--- src/rtl/online_arith_defs.sv ---
// rtl/online_arith_defs.sv - shared signed-digit encoding constants, width helpers and default taps
`define ONLINE_OD(s, c, t) ((s) + (c) + online_arith_defs::clog2(t))

package online_arith_defs;

   localparam int PLUS_BIT  = 1;
   localparam int MINUS_BIT = 0;

   localparam logic [63:0] DEFAULT_COEF_INIT =
      {8'd2, 8'd14, 8'd44, 8'd74, 8'd74, 8'd44, 8'd14, 8'd2};

   function automatic int clog2(input int n);
      int r;
      r = 0;
      while ((1 << r) < n) r++;
      return r;
   endfunction

endpackage

--- src/rtl/online_adder.sv ---
// rtl/online_adder.sv - exact N-digit signed-digit adder, result renormalised to sign-magnitude digits
module online_adder
   import online_arith_defs::*;
#(
   parameter int N = 19
) (
   input  logic [2*N-1:0] i_a,
   input  logic [2*N-1:0] i_b,
   output logic [2*N-1:0] o_s
);
   logic [N-1:0] w_ap, w_am, w_bp, w_bm, w_neg;
   logic [N:0]   w_d;

   always_comb begin
      w_ap = '0;
      w_am = '0;
      w_bp = '0;
      w_bm = '0;
      for (int i = 0; i < N; i++) begin
         w_ap[i] = i_a[2*i+PLUS_BIT];
         w_am[i] = i_a[2*i+MINUS_BIT];
         w_bp[i] = i_b[2*i+PLUS_BIT];
         w_bm[i] = i_b[2*i+MINUS_BIT];
      end
   end

   // the true sum lies strictly inside +/-2^N, so N+1 bit wraparound arithmetic is exact
   assign w_d   = {1'b0, w_ap} + {1'b0, w_bp} - {1'b0, w_am} - {1'b0, w_bm};
   assign w_neg = -w_d[N-1:0];

   always_comb begin
      o_s = '0;
      for (int i = 0; i < N; i++) begin
         o_s[2*i+PLUS_BIT]  = ~w_d[N] & w_d[i];
         o_s[2*i+MINUS_BIT] = w_d[N] & w_neg[i];
      end
   end

endmodule

--- src/rtl/online_ccm_prog.sv ---
// rtl/online_ccm_prog.sv - signed-digit sample times unsigned coefficient, shifted partial-product sum
module online_ccm_prog
   import online_arith_defs::*;
#(
   parameter int STAGE = 8,
   parameter int CW    = 8
) (
   input  logic [2*STAGE-1:0]      i_x,
   input  logic [CW-1:0]           i_c,
   output logic [2*(STAGE+CW)-1:0] o_y
);
   localparam int PW = STAGE + CW;

   logic [PW-1:0] w_xp, w_xm, w_sp, w_sm;

   // plus and minus rails are multiplied independently; neither sum can exceed PW bits
   always_comb begin
      w_xp = '0;
      w_xm = '0;
      for (int i = 0; i < STAGE; i++) begin
         w_xp[i] = i_x[2*i+PLUS_BIT];
         w_xm[i] = i_x[2*i+MINUS_BIT];
      end
      w_sp = '0;
      w_sm = '0;
      for (int j = 0; j < CW; j++) begin
         if (i_c[j]) begin
            w_sp = w_sp + (w_xp << j);
            w_sm = w_sm + (w_xm << j);
         end
      end
   end

   always_comb begin
      o_y = '0;
      for (int i = 0; i < PW; i++) begin
         o_y[2*i+PLUS_BIT]  = w_sp[i];
         o_y[2*i+MINUS_BIT] = w_sm[i];
      end
   end

endmodule

--- src/rtl/online_fir_zero_prog.sv ---
// rtl/online_fir_zero_prog.sv - programmable double-banked signed-digit FIR zero section, 2-cycle pipeline
module online_fir_zero_prog
   import online_arith_defs::*;
#(
   parameter int STAGE = 8,
   parameter int TAPS  = 8,
   parameter int CW    = 8,
   parameter logic [TAPS*CW-1:0] COEF_INIT = DEFAULT_COEF_INIT
) (
   input  logic                                   clk,
   input  logic                                   nrst,
   input  logic                                   in_valid,
   input  logic                                   flush,
   input  logic [2*STAGE-1:0]                     din,
   input  logic                                   coef_we,
   input  logic [clog2(TAPS)-1:0]                 coef_addr,
   input  logic [CW-1:0]                          coef_data,
   input  logic                                   coef_commit,
   output logic                                   coef_pending,
   output logic                                   out_valid,
   output logic [2*`ONLINE_OD(STAGE, CW, TAPS)-1:0] data_out
);
   localparam int AW = clog2(TAPS);
   localparam int OD = `ONLINE_OD(STAGE, CW, TAPS);
   localparam int PW = STAGE + CW;
   localparam int NP = 1 << AW;

   logic [2*STAGE-1:0] r_dline  [TAPS];
   logic [CW-1:0]      r_shadow [TAPS];
   logic [CW-1:0]      r_active [TAPS];
   logic [2*PW-1:0]    r_prod   [TAPS];
   logic [2*PW-1:0]    w_prod   [TAPS];
   logic [2*OD-1:0]    r_out;
   logic [2*OD-1:0]    w_sum;
   logic               r_cap, r_pvld, r_ovld, r_pending;
   logic               w_addr_ok;

   if (TAPS == NP) begin : g_addr_full
      assign w_addr_ok = 1'b1;
   end else begin : g_addr_chk
      assign w_addr_ok = (coef_addr < AW'(TAPS));
   end

   for (genvar k = 0; k < TAPS; k++) begin : g_tap
      online_ccm_prog #(.STAGE(STAGE), .CW(CW)) u_ccm (
         .i_x (r_dline[k]),
         .i_c (r_active[k]),
         .o_y (w_prod[k])
      );
   end

   // balanced tree over a power-of-two leaf count, unused leaves tied to zero
   for (genvar l = 0; l <= AW; l++) begin : g_lvl
      logic [2*OD-1:0] w_s [NP >> l];
      for (genvar i = 0; i < (NP >> l); i++) begin : g_n
         if (l == 0) begin : g_leaf
            if (i < TAPS) begin : g_used
               assign w_s[i] = {{(2*(OD-PW)){1'b0}}, r_prod[i]};
            end else begin : g_pad
               assign w_s[i] = '0;
            end
         end else begin : g_add
            online_adder #(.N(OD)) u_add (
               .i_a (g_lvl[l-1].w_s[2*i]),
               .i_b (g_lvl[l-1].w_s[2*i+1]),
               .o_s (w_s[i])
            );
         end
      end
   end

   assign w_sum = g_lvl[AW].w_s[0];

   // commit reads the pre-write shadow because both use the values from before this edge
   always_ff @(posedge clk) begin
      if (!nrst) begin
         for (int k = 0; k < TAPS; k++) begin
            r_dline[k]  <= '0;
            r_prod[k]   <= '0;
            r_shadow[k] <= COEF_INIT[k*CW +: CW];
            r_active[k] <= COEF_INIT[k*CW +: CW];
         end
         r_cap     <= 1'b0;
         r_pvld    <= 1'b0;
         r_ovld    <= 1'b0;
         r_out     <= '0;
         r_pending <= 1'b0;
      end else begin
         if (coef_commit) begin
            for (int k = 0; k < TAPS; k++) r_active[k] <= r_shadow[k];
         end
         if (coef_we && w_addr_ok) r_shadow[coef_addr] <= coef_data;
         if (coef_we)          r_pending <= 1'b1;
         else if (coef_commit) r_pending <= 1'b0;

         for (int k = 0; k < TAPS; k++) r_prod[k] <= w_prod[k];

         if (flush) begin
            for (int k = 0; k < TAPS; k++) r_dline[k] <= '0;
            r_cap  <= 1'b0;
            r_pvld <= 1'b0;
            r_ovld <= 1'b0;
         end else begin
            if (in_valid) begin
               r_dline[0] <= din;
               for (int k = 1; k < TAPS; k++) r_dline[k] <= r_dline[k-1];
            end
            r_cap  <= in_valid;
            r_pvld <= r_cap;
            r_ovld <= r_pvld;
            if (r_pvld) r_out <= w_sum;
         end
      end
   end

   assign coef_pending = r_pending;
   assign out_valid    = r_ovld;
   assign data_out     = r_out;

endmodule

--- config.mk ---
export PLATFORM = sky130hd
export DESIGN_NAME = online_fir_zero_prog
export DESIGN_NICKNAME = d
export VERILOG_FILES = /design/src/rtl/online_arith_defs.sv /design/src/rtl/online_adder.sv /design/src/rtl/online_ccm_prog.sv /design/src/rtl/online_fir_zero_prog.sv
export SDC_FILE = /design/constraint.sdc
export NUM_CORES = 2
export LEC_CHECK = 0
export ABC_AREA = 0
export BUFFER_PORTS_ARGS = -buffer_cell sky130_fd_sc_hd__clkbuf_2
export CAP_MARGIN = 40
export CORE_ASPECT_RATIO = 0.75
export CORE_MARGIN = 3
export CORE_UTILIZATION = 60
export CTS_CLUSTER_DIAMETER = 150
export DETAILED_ROUTE_END_ITERATION = 8
export PLACE_DENSITY = 0.76
export SLEW_MARGIN = 20
export SYNTH_ARGS = -nofsm -noshare
export SYNTH_HDL_FRONTEND = slang
export SYNTH_SLANG_ARGS = --single-unit
--- constraint.sdc ---
create_clock -name clk -period 21.4 [get_ports clk]
set_clock_uncertainty 0.1 [all_clocks]
set_input_delay 2.14 -clock clk [delete_from_list [all_inputs] [get_ports clk]]
set_output_delay 2.14 -clock clk [all_outputs]
set_load 0.02 [all_outputs]
Word-level counts from Yosys, hierarchy flattened:

Memories as Yosys holds them, arrays and structs flattened.
Cells that the tools add are included.
Widths: inputs -> output; s select.

* register bits: 42
* bits in writable memories: 512
* bits of input ports: 33
* output and inout port bits: 40
* word-level logic and storage cells: 640
* memories kept: 4

Memories
* r_prod: words 8, width 32, rd ports 8, clocked after Yosys merged registers in 0, write ports 8, RTL line online_fir_zero_prog.sv:31 `logic [2*PW-1:0] r_prod [TAPS];`
* r_dline: words 8, width 16, rd ports 8, clocked after Yosys merged registers in 0, write ports 8, RTL line online_fir_zero_prog.sv:28 `logic [2*STAGE-1:0] r_dline [TAPS];`
* r_active: words 8, width 8, rd ports 8, clocked after Yosys merged registers in 0, write ports 8, RTL line online_fir_zero_prog.sv:30 `logic [CW-1:0] r_active [TAPS];`
* r_shadow: words 8, width 8, rd ports 8, clocked after Yosys merged registers in 0, write ports 8, RTL line online_fir_zero_prog.sv:29 `logic [CW-1:0] r_shadow [TAPS];`

* $add $sub $neg: 140
* mux-type cells: 180
* bitwise gates (word level): 307
* reductions and logical operators: 4

Operator list (number)
* $mux 16: 128
* $and 1x1->1: 266
* $add 16x10->16: 16
* $add 16x11->16: 16
* $add 16x12->16: 16
* $add 16x13->16: 16
* $add 16x14->16: 16
* $add 16x15->16: 16
* $add 16x9->16: 16
* $mux 32: 8
* $mux 8: 25
* $sub 20x16->20: 8
* $neg 19->19: 7
* $sub 20x19->20: 6
* $add 16x16->17: 4
* $add 19x19->20: 3
* $or 1x1->1: 32
* $mux 1: 18
* $not 1->1: 9
* $reduce_or 8->1: 1
* $mux 3: 1
* $reduce_and 2->1: 1
* $reduce_bool 2->1: 1
* $reduce_or 2->1: 1

Logic depth before layout (Yosys ltp):

An unclocked memory read counts as a cell.

* depth after elaboration: 17
* depth in mapped cells: 60
* depth with buffers taken out: 52

By module:

Synthesis repeated with hierarchy kept, for this count alone.

* cell total of the unflattened synthesis: 10791
* area total of the unflattened synthesis: 87652.8 um2

By module, submodules not included
* online_ccm_prog at g_tap[4].u_ccm ...: times used 3, cells each 892, area each 6495.0 um2, seq. area each 0.0 um2
* online_fir_zero_prog: times used 1, cells each 1327, area each 18007.3 um2, seq. area each 13492.9 um2
* online_adder at g_lvl[1].g_n[0].g_add.u_add ...: times used 6, cells each 339, area each 2623.8 um2, seq. area each 0.0 um2
* online_ccm_prog at g_tap[0].u_ccm ...: times used 2, cells each 886, area each 6427.4 um2, seq. area each 0.0 um2
* online_ccm_prog at g_tap[2].u_ccm: times used 1, cells each 890, area each 6404.9 um2, seq. area each 0.0 um2
* online_ccm_prog at g_tap[7].u_ccm: times used 1, cells each 864, area each 6281.0 um2, seq. area each 0.0 um2
* online_ccm_prog at g_tap[3].u_ccm: times used 1, cells each 878, area each 6212.2 um2, seq. area each 0.0 um2
* online_adder at g_lvl[3].g_n[0].g_add.u_add: times used 1, cells each 350, area each 2665.1 um2, seq. area each 0.0 um2

Worst setup path after synthesis:

No wires, ideal clock.

* path kind: reg-to-reg
* start: mem r_prod[0][33] (netlist name)
* end: reg r_out[0] (netlist: data_out[0])
* setup time: 117 ps
* arrival: 12565 ps
* slack: 8618 ps
* stages on the path, launching flop included: 60
* path buffers: 8
* clock period less this slack: 12782 ps
* cells stage by stage: dfxtp_1 -> ha_1 -> inv_1 -> fa_1 -> nor2b_1 -> o21ai_0 -> a21boi_0 -> o21ai_0 -> nand2b_1 -> a21o_1 -> a41oi_1 -> a21oi_1 -> xor2_1 -> fa_1 -> ha_1 -> clkbuf_1 -> a21oi_1 -> o21bai_1 -> [... 24 more ...] -> fa_1 -> inv_1 -> fa_1 -> inv_1 -> ha_1 -> clkbuf_1 -> o21ai_0 -> o21ai_0 -> a41oi_1 -> o211ai_1 -> a31o_2 -> a2111oi_0 -> nor3_1 -> xnor2_1 -> and2_1 -> buf_2 -> buf_4 -> a22o_1

RTL lines
* from (decl): RTL line online_fir_zero_prog.sv:31
* to (signal assigned): RTL line online_fir_zero_prog.sv:111 `if (r_pvld) r_out <= w_sum;`
* to (decl): RTL line online_fir_zero_prog.sv:33 `logic [2*OD-1:0] r_out;`

==> results.json <==
{
  "outcome": "finished clean",
  "synthXorXnorAreaFrac": 0.0815,
  "min_from": "data_out[9]$_SDFFE_PN0P_",
  "cts.hold.buffers_added": 0,
  "synth_warnings": 0,
  "rsz0062_at_grt": "no",
  "synth_common_cells": "inv_1, ha_1, a21oi_1",
  "crit_arrival_ps": 14580,
  "start_kind": "register",
  "port-buffer-count": 72,
  "grt_start_max_net_pins": 81,
  "drv_slew": 0,
  "synth.area.mux_share": 0.0429,
  "grt_overflow": 0,
  "ff2ff_path_depth": 53,
  "cts_buffers": 61,
  "viasPerCell": 6.11,
  "maxCapViolCount": 0,
  "cpPeakStageDelay_ps": 620,
  "synth_top_area_share": 0.175,
  "drive_above_1_share": 0.0538,
  "place_congestion": 0.948,
  "fp.dieW_microns": 420,
  "die_h_microns": 317,
  "seq_area_frac_synth": 0.175,
  "avgRoutedWirePerCell_microns": 19.6,
  "crit_type": "reg2reg",
  "tritoncts": "done",
  "ys_types": 92,
  "start_util": 0.607,
  "required_ps": 21880,
  "cts_setup_buffers": 0,
  "io_pins": 73,
  "cp-end-kind": "register",
  "wirelength_microns": 221000,
  "worstReg2RegStart": "r_prod[0][97]$_SDFF_PN0_",
  "clock_latency_ps": 710,
  "area_delta_synth_final_pct": 5.77,
  "fp.dieArea_sq_um": 133000,
  "synth_area_leaders": "ha_1, edfxtp_1, dfxtp_1",
  "first_iter_violations": 6005,
  "final_hold_viol_count": 0,
  "fp.coreArea_sq_um": 127000,
  "grt_usage": 0.325,
  "rows": 113,
  "fin_util": 0.642,
  "antenna_found_initial": 13,
  "fmax_mhz": 70.9,
  "hold_depth": 1,
  "synth_compound_area_frac": 0.213,
  "grt_pass1_vias": 65200,
  "first_pass_iters": 6,
  "tightest_slew_ps": 919,
  "cp_max_fo": 38,
  "maxSlewHeadroom": 0.387,
  "num_vias": 68700,
  "synthAdderAreaFrac": 0.251,
  "clk_pin_slew_worst_paths_ps": 60,
  "hold_path.class": "reg2reg",
  "fin_nets": 10900,
  "synth_flop_cell": "dfxtp_1",
  "cts_root_buffer": "clkbuf_16",
  "dp_hpwl_microns": 175000,
  "reg2reg_to": "data_out[24]$_SDFFE_PN0P_",
  "dpl_worst_slack_ps": 7680,
  "fill_cells": 10900,
  "h-tree-depth": 2,
  "cpMostUsedCell": "o21ai_0",
  "setup-tns-final_ps": 0,
  "cts-resized-gates": 0,
  "syn_area_per_cell_sq_um": 8.06,
  "min_to": "data_out[9]$_SDFFE_PN0P_",
  "syn-instance-count": 9573,
  "synth_edf_count": 240,
  "synth_top_family_by_area": "adder cells",
  "cts_buffer_depth": 3,
  "async_flop_share": 0,
  "cts.sinks": 554,
  "post-route-period-util": 0.659,
  "rrSetupSlack_ps": 7300,
  "yosysMostFrequentCell": "inv_1",
  "synth_area_sq_um": 77100,
  "cp_slowest_cell": "and2_1",
  "grt_pass1_wl_microns": 351000,
  "yosys.area_share.simple": 0.167,
  "synth_top_cell_by_area": "ha_1",
  "post-route-drc-count": 0,
  "finalSetupViolCount": 0,
  "ys_seq_elements": 554,
  "ant_nets": 0,
  "fin_crit_ps": 14100,
  "setup_slack_ps": 7300
}
-- flip-flops by register name, summed over array words and instances, names as in the netlist --
register and count:
r_prod 256, r_dline 128, r_active 64, r_shadow 64, data_out 38, coef_pending 1, out_valid 1, r_cap 1
r_pvld 1
-- layout by cell type, fill, tap and decap left out, types with 66 or more instances in the layout --
cell type | synthesis | final
inv_1 | 1149 | 1148
ha_1 | 1079 | 1079
a21oi_1 | 746 | 744
nand2_1 | 693 | 692
o21ai_0 | 652 | 651
nor2_1 | 590 | 588
xnor2_1 | 548 | 546
dfxtp_1 | 314 | 314
fa_1 | 291 | 291
a21o_1 | 247 | 247
edfxtp_1 | 240 | 240
nor2b_1 | 216 | 216
mux2i_1 | 210 | 210
and3_1 | 201 | 201
and2_1 | 174 | 174
xor2_1 | 170 | 170
nand2b_1 | 167 | 167
o21a_1 | 164 | 164
o21bai_1 | 142 | 142
a21boi_0 | 126 | 126
nand3_1 | 113 | 113
nor3_1 | 111 | 111
mux2_2 | 107 | 107
buf_4 | 1 | 89
or2_2 | 81 | 81
or3_1 | 80 | 79
clkbuf_2 | 0 | 71
a31oi_1 | 68 | 68
clkbuf_16 | 0 | 66
-- worst max-delay path, delay by kind of cell (launching register included) --
kind,cells,cell delay (ps)
xor+xnor,3,540
fa+ha+maj,10,4290
simple gates,9,1660
flops,1,330
buf+inv,6,570
compound gates,25,6430
-- through the flow --
step,area (sq um),hold WS (ps),cells
3_5_place_dp,79400,368,11100
5_1_grt,81600,397,11300
2_1_floorplan,77100,344,9575
6_report,81600,376,11300
3_3_place_gp,79200,340,11100
4_1_cts,81500,380,11200
-- layer usage --
metal / wire length (microns) / global-route usage / vias up
met1: 104000 / 0.483 / 32700
met3: 19500 / 0.0550 / 319
li1: - / - / 33300
met2: 92100 / 0.490 / 2424
met4: 4810 / 0.0733 / 8
met5: 95 / 0.00288 / -
-- cell families (layout without fill, tap and decap cells) --
family          Yosys count  after routing
flops                   554            554
simple gates           2584           2584
buf+inv                1439           1448
xor+xnor                718            718
other cells               2              8
mux                     317            317
fa+ha+maj              1370           1370
compound gates         2589           2589
-- how the worst max path moves through the flow --
stage,end,slack [ps],cells after the start,start
floorplan,data_out[0]$_SDFFE_PN0P_,8620,59,r_prod[0][33]$_SDFF_PN0_
global placement,data_out[24]$_SDFFE_PN0P_,7920,53,r_prod[0][97]$_SDFF_PN0_
detailed placement,data_out[22]$_SDFFE_PN0P_,7680,53,r_prod[0][97]$_SDFF_PN0_
CTS,data_out[24]$_SDFFE_PN0P_,7520,51,r_prod[1][33]$_SDFF_PN0_
global route,data_out[24]$_SDFFE_PN0P_,6090,53,r_prod[0][97]$_SDFF_PN0_
finish,data_out[24]$_SDFFE_PN0P_,7300,53,r_prod[0][97]$_SDFF_PN0_
-- layout make-up --
| cell class | count | area [sq um] | area share |
|---|---|---|---|
| Antenna cell | 4 | 10.0 | 0.000123 |
| Clock buffer | 79 | 1760 | 0.0215 |
| Clock inverter | 37 | 388 | 0.00475 |
| Inverter | 1158 | 4350 | 0.0533 |
| Multi-Input combinational cell | 7582 | 58300 | 0.715 |
| Sequential cell | 554 | 13500 | 0.165 |
| Tap cell | 1667 | 2090 | 0.0256 |
| Timing Repair Buffer | 174 | 1210 | 0.0148 |
Power is left out: the tool's default activity adds up to more than one toggle a clock period on the data nets, which glitch-free logic cannot reach.
